===== src/rtl/mips_multicycle_controller.sv =====
// Moore-style control FSM for the multi-cycle MIPS datapath: decodes IR opcode/funct
// and drives every datapath load, select and ALU-opcode signal each cycle.
module mips_multicycle_controller #(
  parameter bit HALT_ON_ILLEGAL = 1'b0
) (
  input  logic       clk,
  input  logic       rst,
  input  logic [5:0] opcode,
  input  logic [5:0] funct,
  input  logic       zero,
  output logic       pc_ld_en,
  output logic [1:0] pc_next_sel,
  output logic       i_or_d,
  output logic       mem_rd_en,
  output logic       mem_wr_en,
  output logic       ir_ld_en,
  output logic       reg_wr_en,
  output logic [1:0] reg_dst_sel,
  output logic [1:0] reg_data_sel,
  output logic       alu_a_sel,
  output logic [1:0] alu_b_sel,
  output logic [2:0] alu_opc,
  output logic       instr_done,
  output logic       illegal,
  output logic [3:0] state_o
);

  typedef enum logic [3:0] {
    S_FETCH = 4'd0, S_DECODE = 4'd1, S_MEM_ADDR = 4'd2, S_MEM_RD = 4'd3,
    S_LW_WB = 4'd4, S_MEM_WR = 4'd5, S_R_EXEC = 4'd6, S_R_WB = 4'd7,
    S_BRANCH = 4'd8, S_I_EXEC = 4'd9, S_I_WB = 4'd10, S_JUMP = 4'd11,
    S_JAL = 4'd12, S_JR = 4'd13, S_HALT = 4'd14
  } state_t;

  localparam logic [5:0] OP_RTYPE = 6'b000000;
  localparam logic [5:0] OP_LW    = 6'b100011;
  localparam logic [5:0] OP_SW    = 6'b101011;
  localparam logic [5:0] OP_BEQ   = 6'b000100;
  localparam logic [5:0] OP_BNE   = 6'b000101;
  localparam logic [5:0] OP_ADDI  = 6'b001000;
  localparam logic [5:0] OP_SLTI  = 6'b001010;
  localparam logic [5:0] OP_J     = 6'b000010;
  localparam logic [5:0] OP_JAL   = 6'b000011;
  localparam logic [5:0] FN_JR    = 6'b001000;

  state_t     state, next_state;
  logic       r_legal;
  logic [2:0] r_opc;
  logic       unsupported;

  always_ff @(posedge clk or posedge rst) begin
    if (rst) state <= S_FETCH;
    else     state <= next_state;
  end

  assign state_o = state;

  always_comb begin
    r_legal = 1'b1;
    r_opc   = 3'b000;
    case (funct)
      6'b100000: r_opc = 3'b000;
      6'b100010: r_opc = 3'b001;
      6'b100100: r_opc = 3'b010;
      6'b100101: r_opc = 3'b011;
      6'b101010: r_opc = 3'b100;
      default:   r_legal = 1'b0;
    endcase
  end

  always_comb begin
    next_state   = state;
    unsupported  = 1'b0;
    pc_ld_en     = 1'b0;
    pc_next_sel  = 2'b00;
    i_or_d       = 1'b0;
    mem_rd_en    = 1'b0;
    mem_wr_en    = 1'b0;
    ir_ld_en     = 1'b0;
    reg_wr_en    = 1'b0;
    reg_dst_sel  = 2'b00;
    reg_data_sel = 2'b00;
    alu_a_sel    = 1'b0;
    alu_b_sel    = 2'b00;
    alu_opc      = 3'b000;
    instr_done   = 1'b0;
    illegal      = 1'b0;
    case (state)
      S_FETCH: begin
        mem_rd_en  = 1'b1;
        ir_ld_en   = 1'b1;
        alu_b_sel  = 2'b01;
        pc_ld_en   = 1'b1;
        next_state = S_DECODE;
      end
      S_DECODE: begin
        // branch target computed speculatively into ALUout
        alu_b_sel = 2'b11;
        case (opcode)
          OP_RTYPE: begin
            if (r_legal)              next_state = S_R_EXEC;
            else if (funct == FN_JR)  next_state = S_JR;
            else                      unsupported = 1'b1;
          end
          OP_LW, OP_SW:     next_state = S_MEM_ADDR;
          OP_BEQ, OP_BNE:   next_state = S_BRANCH;
          OP_ADDI, OP_SLTI: next_state = S_I_EXEC;
          OP_J:             next_state = S_JUMP;
          OP_JAL:           next_state = S_JAL;
          default:          unsupported = 1'b1;
        endcase
        if (unsupported) begin
          illegal    = 1'b1;
          instr_done = 1'b1;
          next_state = HALT_ON_ILLEGAL ? S_HALT : S_FETCH;
        end
      end
      S_MEM_ADDR: begin
        alu_a_sel  = 1'b1;
        alu_b_sel  = 2'b10;
        next_state = (opcode == OP_LW) ? S_MEM_RD : S_MEM_WR;
      end
      S_MEM_RD: begin
        mem_rd_en  = 1'b1;
        i_or_d     = 1'b1;
        next_state = S_LW_WB;
      end
      S_LW_WB: begin
        reg_wr_en    = 1'b1;
        reg_data_sel = 2'b01;
        instr_done   = 1'b1;
        next_state   = S_FETCH;
      end
      S_MEM_WR: begin
        mem_wr_en  = 1'b1;
        i_or_d     = 1'b1;
        instr_done = 1'b1;
        next_state = S_FETCH;
      end
      S_R_EXEC: begin
        alu_a_sel  = 1'b1;
        alu_opc    = r_opc;
        next_state = S_R_WB;
      end
      S_R_WB: begin
        alu_a_sel   = 1'b1;
        alu_opc     = r_opc;
        reg_wr_en   = 1'b1;
        reg_dst_sel = 2'b01;
        instr_done  = 1'b1;
        next_state  = S_FETCH;
      end
      S_BRANCH: begin
        alu_a_sel   = 1'b1;
        alu_opc     = 3'b001;
        pc_next_sel = 2'b01;
        pc_ld_en    = (opcode == OP_BEQ) ? zero : ~zero;
        instr_done  = 1'b1;
        next_state  = S_FETCH;
      end
      S_I_EXEC: begin
        alu_a_sel  = 1'b1;
        alu_b_sel  = 2'b10;
        alu_opc    = (opcode == OP_SLTI) ? 3'b100 : 3'b000;
        next_state = S_I_WB;
      end
      S_I_WB: begin
        reg_wr_en  = 1'b1;
        instr_done = 1'b1;
        next_state = S_FETCH;
      end
      S_JUMP: begin
        pc_next_sel = 2'b10;
        pc_ld_en    = 1'b1;
        instr_done  = 1'b1;
        next_state  = S_FETCH;
      end
      S_JAL: begin
        // PC already holds PC+4 from FETCH, so it is the link value
        reg_wr_en    = 1'b1;
        reg_dst_sel  = 2'b10;
        reg_data_sel = 2'b10;
        pc_next_sel  = 2'b10;
        pc_ld_en     = 1'b1;
        instr_done   = 1'b1;
        next_state   = S_FETCH;
      end
      S_JR: begin
        pc_next_sel = 2'b11;
        pc_ld_en    = 1'b1;
        instr_done  = 1'b1;
        next_state  = S_FETCH;
      end
      S_HALT: illegal = 1'b1;
      default: next_state = S_FETCH;
    endcase
    // reset forces every output quiet, including the FETCH outputs of the reset state
    if (rst) begin
      pc_ld_en     = 1'b0;
      pc_next_sel  = 2'b00;
      i_or_d       = 1'b0;
      mem_rd_en    = 1'b0;
      mem_wr_en    = 1'b0;
      ir_ld_en     = 1'b0;
      reg_wr_en    = 1'b0;
      reg_dst_sel  = 2'b00;
      reg_data_sel = 2'b00;
      alu_a_sel    = 1'b0;
      alu_b_sel    = 2'b00;
      alu_opc      = 3'b000;
      instr_done   = 1'b0;
      illegal      = 1'b0;
    end
  end

endmodule


===== config.mk =====
export PLATFORM = sky130hd
export DESIGN_NAME = mips_multicycle_controller
export DESIGN_NICKNAME = d
export VERILOG_FILES = /design/src/rtl/mips_multicycle_controller.sv
export SDC_FILE = /design/constraint.sdc
export NUM_CORES = 1
export LEC_CHECK = 0
export CAP_MARGIN = 20
export CORE_MARGIN = 2
export CORE_UTILIZATION = 42
export DETAILED_ROUTE_END_ITERATION = 10
export GPL_ROUTABILITY_DRIVEN = 0
export PLACE_DENSITY = 0.81
export SYNTH_ARGS = -nofsm -noshare
export SYNTH_HDL_FRONTEND = slang
export SYNTH_SLANG_ARGS = --single-unit
export TNS_END_PERCENT = 1

===== constraint.sdc =====
create_clock -name clk -period 2.3 [get_ports clk]
set_input_delay 0.46 -clock clk [delete_from_list [all_inputs] [get_ports clk]]
set_output_delay 0.46 -clock clk [all_outputs]
set_load 0.01 [all_outputs]

After elaboration in Yosys (flattened, before gate mapping)
Cells that the tools add are included.
Widths: inputs -> output; s select.

word-level totals
  flip-flop bits (word level) = 4
  bits in latches = 0
  bits in writable memories = 0
  ROM bits = 0
  input bits = 15
  output and inout bits = 24
  logic and storage cells = 93
  memories kept = 0

cells by class
  add/subtract/negate cells = 0
  $mul = 0
  divide/modulo/power cells = 0
  order comparisons = 0
  equality and inequality tests = 30
  shifts and indexed selects = 0
  multiplexer cells = 43
  bitwise gates (word level) = 2
  reductions and logical operators = 17

operators with widths
  operator            number
  $eq 6x6->1 const B  7
  $eq 4x4->1 const B  7
  $pmux 4 s7          1
  $pmux 4 s6          1
  $mux 1              21
  $eq 6x4->1 const B  3
  $eq 4x3->1 const B  4
  $reduce_or 2->1     8
  $reduce_or 8->1     2
  $eq 6x2->1 const B  2
  $eq 6x3->1 const B  2
  $mux 4              3
  $pmux 2 s3          2
  $pmux 3 s4          1
  $reduce_or 5->1     2
  $mux 3              3
  $pmux 3 s3          1
  $eq 4x2->1 const B  2
  $mux 2              4
  $ne 8x2->1 const B  1
  $pmux 1 s2          4
  $pmux 2 s2          2
  $reduce_or 4->1     2
  $logic_not 6->1     1
  5 further kinds     6

Depth between registers and ports, before layout
Gate-level depths: netlist (run 1).

  word-level depth = 9
  gate-level depth with buffers = 6

Least setup slack after synthesis (run 1)
OpenSTA, ideal clock, no wires.

  kind = input-to-output
  start point = input port opcode[1]
  end point = output port pc_ld_en
  data arrival time = 1.711 ns
  data required time = 1.840 ns
  path slack = 0.129 ns
  stages on the path = 6
  buffers on the path = 1
  cell sequence = buf_6 nor3b_2 nand3b_1 xnor2_1 a211o_1 a221oi_1

on the way
  longest elaborated chain between the ends = 4

ends and longest elaborated chain
  item                line  text
  start: declaration  8     input logic [5:0] opcode,
  $eq 6x3->1          157   pc_ld_en = (opcode == OP_BEQ) ? zero : ~zero;
  $mux 1              157
  $pmux 1 s2          88    case (state)
  $mux 1              198   if (rst) begin
  end: declaration    11    output logic pc_ld_en,

No other way between the ends.

Final worst setup path (run 1)
  start point = input port opcode[3]
  end point = output port illegal

on the way
  longest elaborated chain between the ends = 7

ends and longest elaborated chain
  item                                line  text
  $eq 6x6->1 (tied with other cells)  99    case (opcode)
  $reduce_or 8->1 (no line)           --
  $pmux 1 s2 *                        99
  $mux 1 *                            88
  $mux 1 *                            112   if (unsupported) begin
  $pmux 1 s2 *                        88
  $mux 1 *                            198
  end: declaration                    24    output logic illegal,

Mark *: on every way between the ends. The rest lies on a longest branch, timed or not. The select of a mux whose other input is x is not followed.

==> impl_metrics.json, run 1 <==
{
  "status": "complete, no violations",
  "clock-root-buffer": "clkbuf_4",
  "drt_iter0_drc": 29,
  "critical_path.endpoint_type": "primary output",
  "grt_start_max_net_pins": 14,
  "critPathRequiredTime_ns": 1.84,
  "drt-pass1-iter-count": 4,
  "synthTopCellsByArea": "dfrtp_1, nand2b_1, a21oi_1",
  "design.final.nets": 223,
  "slew_headroom_pct": 77.8,
  "synth_top_area_share_pct": 11.1,
  "synth_common_cells": "nor2_1, a21oi_1, nor3_1",
  "antenna_found_initial": 0,
  "worstMarginPinSlew_ns": 0.330,
  "yosys.cell_count.top_type": "nor2_1",
  "critPathKind": "input pin to primary output",
  "num_io_pins": 39,
  "diodes": 0,
  "fin_area_um2": 1690,
  "placeableCoreArea_um2": 1980,
  "ant_nets": 0,
  "postPlaceCellArea_um2": 1480,
  "grt_pass1_wl_um": 5170,
  "seq_area_frac_synth_pct": 11.1,
  "hp-class": "input pin to async pin",
  "synth_flop_cell": "dfrtp_1",
  "fin_cells": 233,
  "dp_worst_setup_slack_ns": -0.732,
  "crit_chain": "buf_8, buf_6, nor4b_4, a21oi_2, a221o_1, buf_4, nand3_2, a21oi_2, buf_2",
  "startpoint_type": "input pin",
  "area_delta_synth_final_pct": 87.7,
  "synth.distinct_cells": 44,
  "worst_path_largest_cell_delay_ns": 0.36,
  "cts_inserted_buffers": 3,
  "drv_cap": 0,
  "ir_drop_mv": 0.385,
  "p_leak_nw": 0.819,
  "fp.dieW_um": 50.3,
  "dp_hpwl_um": 2360,
  "clkLatencyLatePin_ns": 0.24,
  "ys_seq_elements": 4,
  "clock_skew_ns": 0.00376,
  "wl_per_cell_um": 14.6,
  "routed_wl_um": 3400,
  "grt_overflow": 0,
  "slew_violations": 0,
  "fin_crit_ns": 2.28,
  "row_count": 16,
  "largest_reg_flops": 4,
  "synth_async_sr_flop_share_pct": 100,
  "final-hold-violation-count": 0,
  "dieArea_um2": 2530,
  "yosys.area.top_type": "dfrtp_1",
  "clock-sinks": 4,
  "powerDensity_nw_per_um2": 575,
  "worst_path_most_repeated_cell": "a21oi_2",
  "ys.warnings.count": 0,
  "dp.cells": 217,
  "clkSlewWorstSetupHoldPaths_ns": 0.04,
  "port-buffer-count": 38,
  "die_h_um": 50.3,
  "cp.arrival_ns": 1.82,
  "grtUsageTotal_pct": 25.4,
  "syn-num-nets": 147,
  "grt_pass1_vias": 1222,
  "path_max_fanout": 6,
  "drc_errors": 0,
  "setup_slack_ns": 0.0214,
  "fmax_mhz": 439,
  "syn_area_um2": 898,
  "synth_cells": 132,
  "drive_above_1_share_pct": 40.8,
  "initial_core_util_pct": 45.3,
  "synth_edf_count": 0,
  "clock_path_buffers": 2,
  "syn_avg_cell_area_um2": 6.81,
  "period_share_pct": 99.1,
  "htree_levels": 1,
  "cp_slowest_cell": "a221o_1",
  "vias_per_cell": 5.68,
  "vias": 1323,
  "cts_tree": "done",
  "setup_violations": 0,
  "rsz0062_at_grt": "true"
}
## layer usage
layer | track usage [%] | part of all wire [%] | vias up
li1 | - | - | 644
met1 | 29.6 | 43 | 619
met2 | 46.5 | 51 | 51
met3 | 2.38 | 4.8 | 9
met4 | 11.1 | 1.5 | 0
met5 | 0 | 0 | -
## kinds of logic (layout without fill, tap and decap cells)
kind of cell           Yosys count  count (layout)  share of synthesized area (%)
AO/OA/AOI/OAI                   40              40                           31.2
multiplexers                     1               1                           1.11
buffers and inverters           14              88                           8.91
AND/OR/NAND/NOR                 71              71                           45.7
XOR/XNOR                         2               2                           1.95
flip-flops                       4               4                           11.1
## metrics by stage
stage,hold slack (ns),total power (W),setup TNS (ns),util [%]
after global routing,0.655,0.00104,-0.0834,85.1
after CTS,0.625,0.000913,-0.197,78.4
final,0.629,0.000970,0,85.1
after global placement,0.788,0.000822,-3.91,74.9
after floorplan,0.610,0.000504,0,-
after detailed placement,0.799,0.000844,-4.49,74.9
## power by group
group | leakage, nW | switching, W | internal, W
Sequential | 0.0498 | 0.0000268 | 0.0000925
Combinational | 0.756 | 0.000386 | 0.000376
Clock | 0.0138 | 0.0000303 | 0.0000585
## cells in the final DEF (no fill, tap or decap), types with 2 or more instances in the layout
cell	count
buf_4	40
clkdlybuf4s50_1	9
nor2_2	2
nand3_1	2
dlymetal6s2s_1	7
dlygate4sd2_1	11
nand3b_1	2
nor2b_1	6
o21a_1	3
a21oi_2	3
clkbuf_2	4
nor3_1	10
buf_2	4
nand2b_1	10
nor2_1	12
o21bai_1	2
or2b_1	2
dfrtp_2	2
a21oi_1	9
o21ai_0	8
nor4_1	4
nand2_1	5
dfrtp_1	2
clkbuf_4	3
nand3_2	3
buf_6	6
## path summary, 6_finish.rpt
kind / startpoint / end / slack, ns / cells after the start
max in group asynchronous: rst / state_o[1] / 1.50 / 3
min in group clk: opcode[3] / state_o[0] / 0.72 / 5
worst min register to register: state_o[1] / state_o[2] / 0.78 / 2
worst max register to register: state_o[3] / state_o[1] / 0.89 / 5
worst min-delay path: rst / state_o[0] / 0.63 / 3
worst max-delay path: opcode[3] / illegal / 0.02 / 9
## cell type report
class	count	area (um^2)
multi-input combinational	114	806
timing repair buffer	84	718
fill	122	295
sequential	4	103
tap	27	33.8
clock buffer	3	22.5
inverter	1	3.75
## worst max-delay path: cells and delay by family
kind | cells | cell delay, ns
compound gates | 3 | 0.49
buf+inv | 4 | 0.50
simple gates | 2 | 0.36
## what timing repair did
| item | in CTS | in global routing |
|---|---|---|
| buffers inserted | 4 | 9 |
| resized for setup | 51 | 33 |
| setup endpoints to repair | 17 | 8 |
| hold buffers | 0 | 0 |
| pin swaps | 3 | 13 |
No activity file was read; power rests on OpenSTA's default activity.
==> run 2, diff against run 1 <==
Settings changed: HOLD_SLACK_MARGIN set to 0.1.
==> results of run 2 <==
The final DEF is identical to that of run 1; final timing and power are the same.
==> run 3, diff against run 2 <==
Settings changed: CORE_UTILIZATION 42 to 45, PLACE_DENSITY 0.81 to 0.86.
Clock period 2.3 ns to 2.85 ns, I/O delays scaled along.
==> impl_metrics.json, run 3 (synthesized netlist as in run 1, its figures left out) <==
{
  "status": "complete, no violations",
  "cts_inserted_buffers": 3,
  "ant_nets": 0,
  "period_share_pct": 96.9,
  "diodes": 0,
  "hp-class": "input pin to async pin",
  "r2r-start": "state_o[2]",
  "port-buffer-count": 38,
  "initial_core_util_pct": 46.7,
  "cp.arrival_ns": 2.19,
  "clock-sinks": 4,
  "fin_cells": 216,
  "combPwrFrac_pct": 74.3,
  "fmax_mhz": 362,
  "critPathRequiredTime_ns": 2.28,
  "grtUsageTotal_pct": 26.9,
  "setup_violations": 0,
  "drc_errors": 0,
  "clock_skew_ns": 0.00516,
  "crit_chain": "clkdlybuf4s50_1, nor2b_4, nand3_2, nor4b_2, clkdlybuf4s50_1",
  "drv_cap": 0,
  "placeableCoreArea_um2": 1920,
  "cp_slowest_cell": "clkdlybuf4s50_1",
  "postPlaceCellArea_um2": 1430,
  "worst_path_largest_cell_delay_ns": 0.57,
  "rsz0062_at_grt": "false",
  "path_max_fanout": 3,
  "antenna_found_initial": 0,
  "die_h_um": 48.7,
  "clkSlewWorstSetupHoldPaths_ns": 0.04,
  "fp.dieW_um": 48.7,
  "row_count": 16,
  "critPathKind": "input pin to primary output",
  "clkLatencyLatePin_ns": 0.23,
  "worst_path_most_repeated_cell": "clkdlybuf4s50_1",
  "powerDensity_nw_per_um2": 473,
  "reg2reg_slack_ns": 1.35,
  "dieArea_um2": 2370,
  "p_leak_nw": 0.623,
  "clock-root-buffer": "clkbuf_4",
  "grt_pass1_vias": 1171,
  "drt_iter0_drc": 40,
  "htree_levels": 1,
  "rr_endpoint": "state_o[1]",
  "grt_overflow": 0,
  "fin_area_um2": 1530,
  "drt-pass1-iter-count": 4,
  "worstMarginPinSlew_ns": 0.438,
  "largest_reg_flops": 4,
  "hold_slack_ns": 0.764,
  "mostFrequentLayoutCells": "clkdlybuf4s50_1, buf_4, nor2_1",
  "hold_buffers": 0,
  "grt_start_max_net_pins": 17,
  "grt_pass1_wl_um": 5120,
  "dp_hpwl_um": 2320,
  "fillers": 150,
  "fin_crit_ns": 2.76,
  "cts_tree": "done",
  "p_switching_w": 0.000328,
  "routed_wl_um": 3250,
  "vias": 1302,
  "final-hold-violation-count": 0,
  "vias_per_cell": 6.03,
  "area_delta_synth_final_pct": 70.2,
  "design.final.nets": 206,
  "p_int_w": 0.000395,
  "drive_above_1_share_pct": 27.0,
  "clock_path_buffers": 2,
  "num_io_pins": 39,
  "clock_power_share_pct": 9.3,
  "switching_share_pct": 45.4,
  "r2r_cells": 4,
  "utilization_pct": 79.6,
  "pwr-share-seq_pct": 16.4,
  "layout_commonest_cell": "clkdlybuf4s50_1",
  "wl_per_cell_um": 15.0,
  "multi_input_area_um2": 769,
  "dp.cells": 210,
  "slew_violations": 0,
  "slew_headroom_pct": 70.8,
  "register_area_um2": 100,
  "ir_drop_mv": 0.296,
  "critical_path.endpoint_type": "primary output",
  "startpoint_type": "input pin"
}
## run 3: cell count changes in the layout (fill, tap and decap cells not counted), sizes merged
cell,delta
buf,-21
clkdlybuf4s50,+21
dlygate4sd2,-8
dlymetal6s2s,-5
clkbuf,-2
clkdlybuf4s15,-2
## run 3: worst max path at each step
stage,from,cells after the start,endpoint
finish,funct[5],5,alu_opc[1]
global placement,opcode[2],7,pc_ld_en
floorplan,opcode[1],6,pc_ld_en
CTS,opcode[2],8,instr_done
global route,opcode[0],7,alu_opc[2]
detailed placement,opcode[1],8,instr_done
## run 3: what timing repair did
| item | in CTS | in global routing |
|---|---|---|
| setup buffers | 1 | 2 |
| resized for setup | 14 | 16 |
| cloned | 0 | 0 |
| pin swaps | 1 | 2 |
| endpoints found under the setup margin | 6 | 6 |
## run 3: final cells by class
cell class / instances / area share (%)
clock buffers: 3 / 1.47
flip-flops and latches: 4 / 6.55
multi-input cells: 114 / 50.3
repair buffers: 67 / 39.2
inverters: 1 / 0.245
well taps: 27 / 2.21
## run 3: routing by layer
metal,up-vias,track usage (%),share of wire [%]
li1,612,-,-
met1,604,28.5,39
met3,16,3.70,5.7
met2,70,51.1,52
met5,-,0,0
met4,0,13.3,3.3
## run 3: power groups by stage
stage | clock network [W] | registers, W | logic (W)
6_report | 0.0000675 | 0.000118 | 0.000537
4_1_cts | 0.0000700 | 0.000116 | 0.000520
3_5_place_dp | 0 | 0.000116 | 0.000527
3_3_place_gp | 0 | 0.000115 | 0.000512
2_1_floorplan | 0 | 0.000104 | 0.000303
5_1_grt | 0.0000759 | 0.000123 | 0.000576
## run 3: per-stage QoR
stage          power (W)  setup TNS [ns]  setup slack, ns
3_5_place_dp    0.000643           -1.32           -0.372
3_3_place_gp    0.000627           -1.06           -0.320
5_1_grt         0.000775               0          0.00839
2_1_floorplan   0.000407               0            0.459
6_report        0.000723               0           0.0877
4_1_cts         0.000706         -0.0639          -0.0357
## run 3: critical path, delay by kind of cell
family                 cells  cell delay [ns]
buffers and inverters      2             1.09
and+or+nand+nor            3             0.53
